### src/rtl/mult_pkg.sv
`default_nettype none
// +----------------------------------------------------------------------+
// | Module  : mult_pkg                                                   |
// | Purpose : Shared width, state encoding and counter sizing for the    |
// |           sequential shift-add multiplier.                           |
// | Rev     : 1.0  initial release                                       |
// +----------------------------------------------------------------------+
package mult_pkg;

  localparam int WIDTH = 32;
  localparam int CNT_W = $clog2(WIDTH);

  typedef enum logic [1:0] {
    IDLE = 2'd0,
    BUSY = 2'd1,
    DONE = 2'd2
  } state_t;

endpackage
`default_nettype wire

### src/rtl/multu_seq_if.sv
`default_nettype none
// +----------------------------------------------------------------------+
// | Module  : multu_seq_if                                               |
// | Purpose : Request/response bundle between the EX stage and the       |
// |           sequential multiplier.                                     |
// | Rev     : 1.0  initial release                                       |
// +----------------------------------------------------------------------+
interface multu_seq_if #(
  parameter int WIDTH = mult_pkg::WIDTH
);
  logic               Start;
  logic               Signed;
  logic [WIDTH-1:0]   SrcA;
  logic [WIDTH-1:0]   SrcB;
  logic               Busy;
  logic               Done;
  logic [2*WIDTH-1:0] MULTUAns;

  modport master (
    output Start, Signed, SrcA, SrcB,
    input  Busy, Done, MULTUAns
  );

  modport slave (
    input  Start, Signed, SrcA, SrcB,
    output Busy, Done, MULTUAns
  );
endinterface
`default_nettype wire

### src/rtl/mult_sign_fix.sv
`default_nettype none
// +----------------------------------------------------------------------+
// | Module  : mult_sign_fix                                              |
// | Purpose : Conditional two's-complement negate, y = (x ^ {N{neg}})+neg|
// | Rev     : 1.0  initial release                                       |
// +----------------------------------------------------------------------+
module mult_sign_fix #(
  parameter int N = 32
) (
  input  logic [N-1:0] x_i,
  input  logic         neg_i,
  output logic [N-1:0] y_o
);

  // Invert-and-increment when neg_i is set; pass-through otherwise
  always_comb begin
    y_o = (x_i ^ {N{neg_i}}) + N'(neg_i);
  end

endmodule
`default_nettype wire

### src/rtl/multu_seq.sv
`default_nettype none
// +----------------------------------------------------------------------+
// | Module  : multu_seq                                                  |
// | Purpose : WIDTH-cycle shift-add multiplier for MULT/MULTU feeding    |
// |           the Hi/Lo pair. Operands are reduced to magnitudes on       |
// |           acceptance and the sign is restored on the last iteration. |
// | Rev     : 1.0  initial release                                       |
// +----------------------------------------------------------------------+
module multu_seq #(
  parameter int WIDTH = mult_pkg::WIDTH
) (
  input  logic        clk,
  input  logic        reset,
  multu_seq_if.slave  bus
);
  import mult_pkg::*;

  localparam int CW = $clog2(WIDTH);

  state_t               state_q, state_d;
  logic [CW-1:0]        cnt_q, cnt_d;
  logic [WIDTH-1:0]     mcand_q, mcand_d;
  // {partial product high half, remaining multiplier bits}
  logic [2*WIDTH-1:0]   acc_q, acc_d;
  logic                 neg_q, neg_d;
  logic [2*WIDTH-1:0]   ans_q, ans_d;

  logic [WIDTH-1:0]     mag_a, mag_b;
  logic [WIDTH:0]       sum_w;
  logic [2*WIDTH-1:0]   step_w;
  logic [2*WIDTH-1:0]   fixed_w;
  logic                 last_w;

  mult_sign_fix #(.N(WIDTH)) u_mag_a (
    .x_i   (bus.SrcA),
    .neg_i (bus.Signed & bus.SrcA[WIDTH-1]),
    .y_o   (mag_a)
  );

  mult_sign_fix #(.N(WIDTH)) u_mag_b (
    .x_i   (bus.SrcB),
    .neg_i (bus.Signed & bus.SrcB[WIDTH-1]),
    .y_o   (mag_b)
  );

  mult_sign_fix #(.N(2*WIDTH)) u_fix_res (
    .x_i   (step_w),
    .neg_i (neg_q),
    .y_o   (fixed_w)
  );

  // One shift-add step: conditional add into the upper half with carry, then shift right
  always_comb begin
    sum_w  = {1'b0, acc_q[2*WIDTH-1:WIDTH]} + (acc_q[0] ? {1'b0, mcand_q} : {(WIDTH+1){1'b0}});
    step_w = {sum_w, acc_q[WIDTH-1:1]};
    last_w = (cnt_q == CW'(WIDTH-1));
  end

  // State, counter and datapath registers; reset aborts any operation in flight
  always_ff @(posedge clk or negedge reset) begin
    if (!reset) begin
      state_q <= IDLE;
      cnt_q   <= '0;
      mcand_q <= '0;
      acc_q   <= '0;
      neg_q   <= 1'b0;
      ans_q   <= '0;
    end else begin
      state_q <= state_d;
      cnt_q   <= cnt_d;
      mcand_q <= mcand_d;
      acc_q   <= acc_d;
      neg_q   <= neg_d;
      ans_q   <= ans_d;
    end
  end

  // Next-state and datapath control; the product register only moves on the final step
  always_comb begin
    state_d = state_q;
    cnt_d   = cnt_q;
    mcand_d = mcand_q;
    acc_d   = acc_q;
    neg_d   = neg_q;
    ans_d   = ans_q;
    case (state_q)
      IDLE: begin
        if (bus.Start) begin
          state_d = BUSY;
          mcand_d = mag_a;
          acc_d   = {{WIDTH{1'b0}}, mag_b};
          neg_d   = bus.Signed & (bus.SrcA[WIDTH-1] ^ bus.SrcB[WIDTH-1]);
          cnt_d   = '0;
        end
      end
      BUSY: begin
        acc_d = step_w;
        cnt_d = cnt_q + 1'b1;
        if (last_w) begin
          state_d = DONE;
          ans_d   = fixed_w;
        end
      end
      DONE: begin
        state_d = IDLE;
      end
      default: begin
        state_d = IDLE;
      end
    endcase
  end

  assign bus.Busy     = (state_q == BUSY);
  assign bus.Done     = (state_q == DONE);
  assign bus.MULTUAns = ans_q;

endmodule
`default_nettype wire

### src/flat_wrapper.sv
// flat-port wrapper written by rule: the top's interface ports become plain ports
module multu_seq_flat import mult_pkg::*;
#(
  parameter int WIDTH = mult_pkg::WIDTH
)
  (clk, reset, bus_Start, bus_Signed, bus_SrcA, bus_SrcB, bus_Busy, bus_Done, bus_MULTUAns);
  multu_seq_if #(.WIDTH(WIDTH)) bus_i ();
  input  logic clk;
  input  logic reset;
  input wire logic [$bits(bus_i.Start)-1:0] bus_Start;
  input wire logic [$bits(bus_i.Signed)-1:0] bus_Signed;
  input wire logic [$bits(bus_i.SrcA)-1:0] bus_SrcA;
  input wire logic [$bits(bus_i.SrcB)-1:0] bus_SrcB;
  output wire logic [$bits(bus_i.Busy)-1:0] bus_Busy;
  output wire logic [$bits(bus_i.Done)-1:0] bus_Done;
  output wire logic [$bits(bus_i.MULTUAns)-1:0] bus_MULTUAns;
  assign bus_i.Start = bus_Start;
  assign bus_i.Signed = bus_Signed;
  assign bus_i.SrcA = bus_SrcA;
  assign bus_i.SrcB = bus_SrcB;
  assign bus_Busy = bus_i.Busy;
  assign bus_Done = bus_i.Done;
  assign bus_MULTUAns = bus_i.MULTUAns;
  multu_seq #(.WIDTH(WIDTH)) u_core (.clk(clk), .reset(reset), .bus(bus_i));
endmodule
### config.mk
export PLATFORM = sky130hd
export DESIGN_NAME = multu_seq_flat
export DESIGN_NICKNAME = d
export VERILOG_FILES = /design/src/rtl/mult_pkg.sv /design/src/rtl/multu_seq_if.sv /design/src/rtl/mult_sign_fix.sv /design/src/rtl/multu_seq.sv /design/src/flat_wrapper.sv
export SDC_FILE = /design/constraint.sdc
export NUM_CORES = 1
export LEC_CHECK = 0
export CORE_UTILIZATION = 61
export DETAILED_ROUTE_END_ITERATION = 8
export PLACE_DENSITY_LB_ADDON = 0.25
export SLEW_MARGIN = 20
export SYNTH_ARGS = -nofsm -noshare
export SYNTH_HDL_FRONTEND = slang
export SYNTH_SLANG_ARGS = --single-unit
### constraint.sdc
create_clock -name clk -period 10.8 [get_ports clk]
set_clock_uncertainty 0.1 [all_clocks]
set_input_delay 3.24 -clock clk [delete_from_list [all_inputs] [get_ports clk]]
set_output_delay 3.24 -clock clk [all_outputs]
set_load 0.05 [all_outputs]
==> out/metrics.yaml, run 1 <==
place.gp.congestion: 0.9494
finalWirelength_um: 35380
synth.yosys.warnings: 0
fmax_mhz: 137.8
tightestPinTransition_ns: 1.052
synthDistinctLibCells: 95
grt_overflow: 0
dp_hpwl_um: 25470
clkPwrFrac_pct: 15.4
rsz0062_at_grt: "false"
fill_cells: 1689
cts.clk_slew.worst_paths_ns: 0.06
grt_max_degree: 121
comb_power_share_pct: 56.5
cts_buffers: 17
crit_chain: "clkdlybuf4s50_1 > nand2_1 > buf_4 > inv_1 > ha_1 > ha_1 > nand3_1 > nor3b_1 > nand2_1 > o31a_1 > o21ai_0 > xor2_1 > o21ai_0"
worst-endpoint-arrival_ns: 7.44
utilization_pct: 71.87
antenna_cells: 0
row_count: 53
p_leak_uw: 0.006107
dieWidth_um: 149.3
viasPerCell: 6.353
holdBufCountCts: 0
fin_crit_ns: 7.258
layout.nets: 1802
synth.avg_cell_area_um2: 8.090
p_seq_share_pct: 28.1
p_int_uw: 2222
cp_top_family: "buffers and inverters"
irDropWorstVdd_uv: 109.1
synth_ff_type: "dfrtp_1"
slowest_stage: "clkdlybuf4s50_1"
htreeDepth: 4
syn2layout_area_growth_pct: 14.87
synth-async-reset-ratio_pct: 100.0
core_um2: 21150
synth_nets: 1744
ios: 134
antenna_found_initial: 0
synth_edf_count: 0
cp-end-kind: "flip-flop"
setup_violations: 0
critPathMaxStageDelay_ns: 0.76
drive_above_1_share_pct: 5.097
p_sw_share_pct: 48.11
synth_cells: 1636
grtUsageTotal_pct: 32.27
post_drt_wl_per_cell_um: 17.85
critPathLaunchType: "input port"
status: "finished clean"
drtIter0Drc: 1060
cts.sinks: 168
num_vias: 12591
grt_pass1_wl_um: 57240
drc_errors: 0
critPathBufInv: 3
drtAntennaViolNets: 0
drtPass1Iterations: 5
synth_seq_cells: 168
syn_area_um2: 13240
timing_worst_setup_path_type: "in2reg"
maxCapViolations: 0
cts.path.max_buffers: 2
hold_viol: 0
cts_setup_buffers: 0
cts_tree: "yes"
grt_pass1_vias: 11194
slew_headroom_pct: 29.89
die_h_um: 149.3
fin_crit_sh_pct: 67.20
finalMaxSlewViolations: 0
initial_core_util_pct: 62.57
cts_resized: 0
min_path_type: "reg2reg"
port_buffers: 133
switching_power_uw: 2060
path_max_fanout: 37
die-area_um2: 22290
cp.required_ns: 10.98
fin_hold_ws_ns: 0.3735
clock-root-buffer: "clkbuf_16"
finalSetupTns_ns: 0
clk_latency_ns: 0.43
yosysSeqAreaShare_pct: 31.76
p_per_area_nw_per_um2: 281.6
==> layout by cell type, fill, tap and decap left out, types with 34 or more instances in the layout <==
cell type        synthesis  layout
ha_1                    39      39
o21ai_0                198     198
dfrtp_1                168     167
a21oi_1                 90      90
nand3_1                 34      34
xor2_1                  52      52
a22oi_1                 38      38
clkdlybuf4s50_1          0     132
nor2_1                  98      98
nand2_1                216     215
and2_1                  47      47
xnor2_1                117     117
==> area by class of cell <==
type                    instances  area [um^2]  area share (%)
multi-input cells            1335         8516           56.01
flip-flops and latches        168         4205           27.66
repair buffers                143         1408           9.259
clock buffers                  22        454.2           2.987
well taps                     275        344.1           2.263
clock inverters                10        167.7           1.103
inverters                      29        108.9          0.7160
==> flip-flops by register name, indices dropped and copies added (netlist names) <==
name	cells
u_core.cnt_q	5
u_core.acc_q	64
u_core.neg_q	1
u_core.bus.MULTUAns	64
u_core.state_q	2
u_core.mcand_q	32
==> per-stage QoR <==
stage                     cells  cell area [um^2]  total power, uW  setup slack, ns
after floorplan            1636             13240             2913            4.344
after global placement     1950             14580             3481            3.286
after detailed placement   1950             14580             3561            3.150
after CTS                  1982             15200             4240            3.592
after global routing       1982             15200             4559            3.265
final                      1982             15200             4281            3.542
==> worst paths after layout <==
check                                    from                       to  slack, ns  depth (start not counted)
max in group asynchronous               reset  u_core.bus.MULTUAns[26]       6.49                          2
min                        u_core.mcand_q[27]       u_core.mcand_q[27]       0.37                          2
max reg2reg                   u_core.acc_q[0]  u_core.bus.MULTUAns[59]       5.32                         12
min in group asynchronous               reset  u_core.bus.MULTUAns[49]       2.78                          1
min reg2reg                u_core.mcand_q[27]       u_core.mcand_q[27]       0.37                          2
max                                bus_Signed       u_core.mcand_q[26]       3.54                         13
==> tightest hold or removal path: stages (launching register included) <==
cell and delay [ns]:
dfrtp_1 0.34, nand2_1 0.04, o21ai_0 0.06
==> Yosys cell counts (9+ instances only) <==
library cell  instances  share of area [%]
a22o_1               17                1.1
and2_1               47                2.2
clkbuf_1             69                2.0
dfrtp_1             168                 32
nand3_1              34                1.3
nor2_1               98                2.8
o22ai_1              12               0.57
a21o_1               15               0.85
xor2_1               52                3.4
xnor2_1             117                7.7
ha_1                 39                3.7
mux2i_1              19                1.4
nor3_1               30                1.1
nor4_1                9               0.43
nand4_1              25                1.2
buf_1                17               0.48
o211ai_1             12               0.68
inv_1                29               0.82
o31ai_1              13               0.74
o21ai_0             198                7.5
nor2b_1              10               0.47
buf_2                16               0.61
o21a_1               11               0.62
nand2_1             216                6.1
a22oi_1              38                2.2
and3_1               13               0.61
a31oi_1              18               0.85
and4_1               12               0.79
or3_1                15               0.71
a21oi_1              90                3.4
nand2b_1             19               0.90
==> cell families (layout without fill, tap and decap cells) <==
| logic type | after synthesis | after routing | share of synthesized area [%] |
|---|---|---|---|
| AOI/OAI and AO/OA | 510 | 510 | 24.56 |
| DFF | 168 | 168 | 31.76 |
| adders and majority gates | 40 | 40 | 3.838 |
| muxes | 23 | 23 | 1.796 |
| xor gates and xnor gates | 170 | 170 | 11.31 |
| buffers and inverters | 133 | 204 | 4.037 |
| and+or+nand+nor | 592 | 592 | 22.70 |
==> metal layers <==
metal  share of wire, %  GRT usage [%]  wire (um)
met1                 47          48.49      16600
met2                 44          48.44      15500
met3                7.9          4.679       2801
met4                1.4          8.061        482
met5                  0              0          0
==> power groups by stage <==
stage          clock network [uW]  registers [uW]  logic [uW]
2_1_floorplan                   0            1370        1540
3_3_place_gp                    0            1180        2300
3_5_place_dp                    0            1190        2370
4_1_cts                       661            1190        2390
5_1_grt                       691            1240        2630
6_report                      658            1200        2420
Power figures use the tool's default switching activity.
==> inputs of run 2 (changes only) <==
CORE_UTILIZATION = 53   (was 61)
clock period = 6.2 ns   (was 10.8 ns; I/O delays follow)
==> run 2 against run 1 <==
Against the previous run: utilization decreased by 9.1 points; total power increased by 73%; largest power group unchanged; via count decreased by 2.9%; combinational power increased by 75%; worst hold slack about the same; die area increased by 15%; clock power increased by 66%; register-to-register slack got worse by 4.0 ns; first-iteration DRC count increased by 1.5%; cell area increased by 0.74%.
==> out/metrics.yaml, run 2 (same netlist as run 1, synthesis figures left out) <==
mostFrequentLayoutCells: "nand2_1, o21ai_0, dfrtp_1"
drtIter0Drc: 1076
viasPerCell: 5.993
cts.sinks: 168
syn2layout_area_growth_pct: 15.72
cts.path.max_buffers: 2
ios: 134
worst-endpoint-arrival_ns: 5.23
drtPass1Iterations: 7
hold_viol: 0
min_path_type: "reg2reg"
setup_violations: 0
slew_headroom_pct: 27.94
antenna_found_initial: 0
grt_overflow: 0
drc_errors: 0
holdBufCountCts: 0
antenna_cells: 0
drtAntennaViolNets: 0
dp_hpwl_um: 26100
fmax_mhz: 198.5
layout_commonest_cell: "nand2_1"
cts_buffers: 17
grtUsageTotal_pct: 27.77
finalSetupTns_ns: 0
drive_above_1_share_pct: 5.769
critPathLaunchType: "input port"
stdcell_count: 2040
rsz0062_at_grt: "false"
path_max_fanout: 18
tightestPinTransition_ns: 1.078
preCtsSetupSlack_ns: 0.7187
cts.clk_slew.worst_paths_ns: 0.07
grt_pass1_wl_um: 57710
setup_ws_ns: 1.163
fin_crit_ns: 5.037
port_buffers: 133
grt_pass1_vias: 11226
dieWidth_um: 160.0
clk_latency_ns: 0.44
irDropWorstVdd_uv: 278.5
post_drt_wl_per_cell_um: 17.34
num_vias: 12226
die_h_um: 160.0
row_count: 57
hold_start: "u_core.mcand_q[7]"
core_um2: 24390
min_to: "u_core.mcand_q[7]"
cts_resized: 0
totalPowerFinal_uw: 7387
min_path_cells: 2
maxCapViolations: 0
cp-end-kind: "flip-flop"
p_per_area_nw_per_um2: 482.3
clock-root-buffer: "clkbuf_16"
htreeDepth: 4
worstRegToRegCells: 13
fill_cells: 2156
layout.nets: 1811
place.gp.congestion: 0.9227
initial_core_util_pct: 54.26
finalMaxSlewViolations: 0
p_leak_uw: 0.006150
status: "finished clean"
fin_area_um2: 15320
placedInstanceArea_um2: 14730
cts_tree: "yes"
r2r-end: "u_core.bus.MULTUAns[61]"
cp.required_ns: 6.39
cts_setup_buffers: 0
timing_worst_setup_path_type: "in2reg"
timing.rr.start: "u_core.acc_q[0]"
placed_cells: 2008
fin_crit_sh_pct: 81.25
die-area_um2: 25610
reg2reg_slack_ns: 1.30
finalWirelength_um: 35380
grt_max_degree: 89
run 2: layer usage:
layer	global-route usage, %	part of all wire [%]	vias up
met1	42.03	49	5709
met4	7.229	1.4	0
li1	-	-	6045
met5	0	0	-
met3	4.727	6.8	44
met2	40.69	43	428
run 2: where the power goes:
| group | switching (uW) | leakage, uW | internal, uW |
|---|---|---|---|
| Combinational | 2610 | 0.00381 | 1620 |
| Sequential | 493 | 0.00205 | 1570 |
| Clock | 487 | 0.000296 | 606 |
run 2: worst max-delay path: stages:
cell and delay (ns):
clkdlybuf4s50_1 0.68, nand2_1 0.19, buf_4 0.25, mux2i_1 0.43, nand3_1 0.31, nor3b_1 0.59, nand2_1 0.22, o31a_1 0.29
o21ai_0 0.18, xor2_1 0.15, o21ai_0 0.08
run 2: area by class of cell:
| type | count | area, um^2 | share of cell area [%] |
|---|---|---|---|
| clock buffer | 18 | 429.2 | 2.802 |
| multi-input combinational | 1335 | 8516 | 55.60 |
| sequential | 168 | 4208 | 27.47 |
| clock inverter | 14 | 161.4 | 1.054 |
| tap | 324 | 405.4 | 2.647 |
| inverter | 29 | 108.9 | 0.7107 |
| timing repair buffer | 152 | 1488 | 9.713 |
run 2: how the worst max path moves through the flow:
stage	start	to	slack (ns)	cells past startpoint
floorplan	bus_Signed	u_core.mcand_q[26]	1.12	13
global placement	bus_Signed	u_core.mcand_q[26]	0.76	11
detailed placement	bus_Signed	u_core.mcand_q[26]	0.72	11
CTS	bus_Signed	u_core.mcand_q[26]	1.18	11
global route	bus_Signed	u_core.mcand_q[26]	0.81	11
finish	bus_Signed	u_core.mcand_q[26]	1.16	11
run 2: per-stage QoR:
step | hold WS, ns | util (%)
final | 0.3736 | 62.79
after global routing | 0.3866 | 62.79
after CTS | 0.3782 | 62.79
after detailed placement | 0.3630 | 60.37
after global placement | 0.3539 | 60.37
after floorplan | 0.3381 | -
==> inputs of run 3 (changes only) <==
clock period = 4.04 ns   (was 6.2 ns; I/O delays follow)
==> run 3 against run 2 <==
Against the previous run: the flow now finishes with violations (setup timing); critical endpoint is now u_core.bus.MULTUAns[61]; sequential cell count did not move; cell area rose by 15%; critical path type is now reg2reg; sequential share of layout area fell by 3.5 points; routed wire length rose by 12%; first-iteration DRC count rose by 4.1%; sequential power rose by 54%.
==> out/metrics.yaml, run 3 (same netlist as run 1, synthesis figures left out) <==
status: "finished with violations"
violations: "setup timing"
cts.clk_slew.worst_paths_ns: 0.07
slowest_stage: "or4_4"
syn2layout_area_growth_pct: 32.62
row_count: 57
drtIter0Drc: 1120
slew_headroom_pct: 53.47
timing.rr.start: "u_core.acc_q[0]"
fin_area_um2: 17550
mostFrequentLayoutCells: "nand2_1, buf_4, o21ai_0"
drtPass1Iterations: 6
min_to: "u_core.bus.MULTUAns[50]"
htreeDepth: 4
setup_violations: 1
drive_above_1_share_pct: 20.13
p_leak_uw: 0.007164
num_vias: 13311
cp.required_ns: 4.28
post_drt_wl_per_cell_um: 17.82
layout_commonest_cell: "nand2_1"
fin_crit_sh_pct: 100.2
worstRegToRegCells: 15
antenna_found_initial: 0
setup_ws_ns: -0.008997
maxCapViolations: 0
critPathBufInv: 4
layout.nets: 1999
min_path_type: "reg2reg"
irDropWorstVdd_uv: 434.0
initial_core_util_pct: 54.26
hold_viol: 0
cts.path.max_buffers: 2
place.gp.congestion: 0.9376
finalMaxSlewViolations: 0
critPathMostFrequentCell: "buf_4"
port_buffers: 133
cts.sinks: 168
grt_overflow: 0
preCtsSetupSlack_ns: -0.1403
clock-root-buffer: "clkbuf_16"
holdBufCountCts: 0
cp_top_family: "simple AND/OR/NAND/NOR gates"
grtUsageTotal_pct: 29.93
p_per_area_nw_per_um2: 760.8
drc_errors: 0
die-area_um2: 25610
path_max_fanout: 8
r2r-end: "u_core.bus.MULTUAns[61]"
fin_hold_ws_ns: 0.3763
viasPerCell: 5.977
rsz0062_at_grt: "true"
fin_crit_ns: 4.049
hold_start: "u_core.bus.MULTUAns[50]"
fmax_mhz: 247.0
cts_tree: "yes"
critPathLaunchType: "flip-flop"
antenna_cells: 0
die_h_um: 160.0
critPathMaxStageDelay_ns: 0.59
worst-endpoint-arrival_ns: 4.29
reg2reg_slack_ns: -0.009
min_path_cells: 2
drtAntennaViolNets: 0
ios: 134
grt_max_degree: 83
dp_hpwl_um: 29160
fill_cells: 1879
crit_chain: "clkbuf_16 > and2_1 > ha_1 > buf_4 > a21boi_1 > a211o_1 > o21ai_2 > buf_4 > nand4_1 > nor4_4 > buf_4 > o221ai_2 > or4_4 > o21a_1 > o31ai_2"
finalWirelength_um: 39690
cp-end-kind: "flip-flop"
tightestPinTransition_ns: 0.6966
dieWidth_um: 160.0
cts_buffers: 17
grt_pass1_wl_um: 62000
timing_worst_setup_path_type: "reg2reg"
core_um2: 24390
placedInstanceArea_um2: 16060
clk_latency_ns: 0.43
grt_pass1_vias: 12139
[run 3: changes by cell type in the layout (fill, tap and decap cells not counted), sizes merged, moves of 2 or more]
cell / previous run / this run
clkinvlp: 0 / 3
clkbuf: 18 / 22
clkinv: 4 / 2
inv: 37 / 34
buf: 20 / 207
[run 3: metrics by stage]
stage	total power (uW)	std cells	setup TNS, ns	utilization [%]
after floorplan	7818	1636	0	-
after global placement	10340	2174	-0.09776	65.86
after detailed placement	10550	2174	-0.3292	65.86
after CTS	12340	2207	0	68.67
after global routing	14130	2227	-1.060	71.97
final	13350	2227	-0.008997	71.97
[run 3: report_power, final]
part	internal, uW	leakage [uW]	total (uW)	switching (uW)
combinational	3760	0.00484	8540	4780
sequential	2420	0.00205	3190	768
clock	907	0.000278	1630	722
total	7090	0.00716	13400	6270
[run 3: worst register-to-register path, stage by stage (launching register included)]
cell,delay (ns)
dfrtp_2,0.50
clkbuf_16,0.20
and2_1,0.14
ha_1,0.30
buf_4,0.17
a21boi_1,0.15
a211o_1,0.26
o21ai_2,0.18
buf_4,0.14
nand4_1,0.26
nor4_4,0.33
buf_4,0.17
o221ai_2,0.12
or4_4,0.59
o21a_1,0.22
o31ai_2,0.16
[run 3: cell type report]
type | count | area [um^2] | share of cell area [%]
clock buffers | 20 | 466.7 | 2.659
clock inverters | 11 | 112.6 | 0.6415
inverters | 29 | 108.9 | 0.6201
multi-input cells | 1335 | 9226 | 52.56
flip-flops and latches | 168 | 4209 | 23.98
well taps | 324 | 405.4 | 2.310
repair buffers | 340 | 3024 | 17.23
[run 3: how the worst max path moves through the flow]
stage                    start                      end  slack, ns  depth (start not counted)
2_1_floorplan     u_core.neg_q  u_core.bus.MULTUAns[46]       0.02                         18
3_3_place_gp        bus_Signed       u_core.mcand_q[29]      -0.06                         13
3_5_place_dp   u_core.acc_q[0]  u_core.bus.MULTUAns[62]      -0.14                         14
4_1_cts        u_core.acc_q[0]  u_core.bus.MULTUAns[61]     0.0005                         15
5_1_grt        u_core.acc_q[0]  u_core.bus.MULTUAns[61]      -0.19                         16
6_report       u_core.acc_q[0]  u_core.bus.MULTUAns[61]     -0.009                         15
[run 3: repair_timing]
item	4_1_cts	5_1_grt
buffers inserted	2	18
gates resized for setup	19	117
endpoints found under the setup margin	4	18
pin swaps	4	50
gates cloned	0	2
[run 3: routing by layer]
layer / GRT usage [%] / wire length, um / share of wire, %
met1: 44.47 / 18060 / 46
met2: 45.57 / 17590 / 44
met3: 3.688 / 3282 / 8.3
met4: 8.485 / 751 / 1.9
met5: 0 / 0 / 0
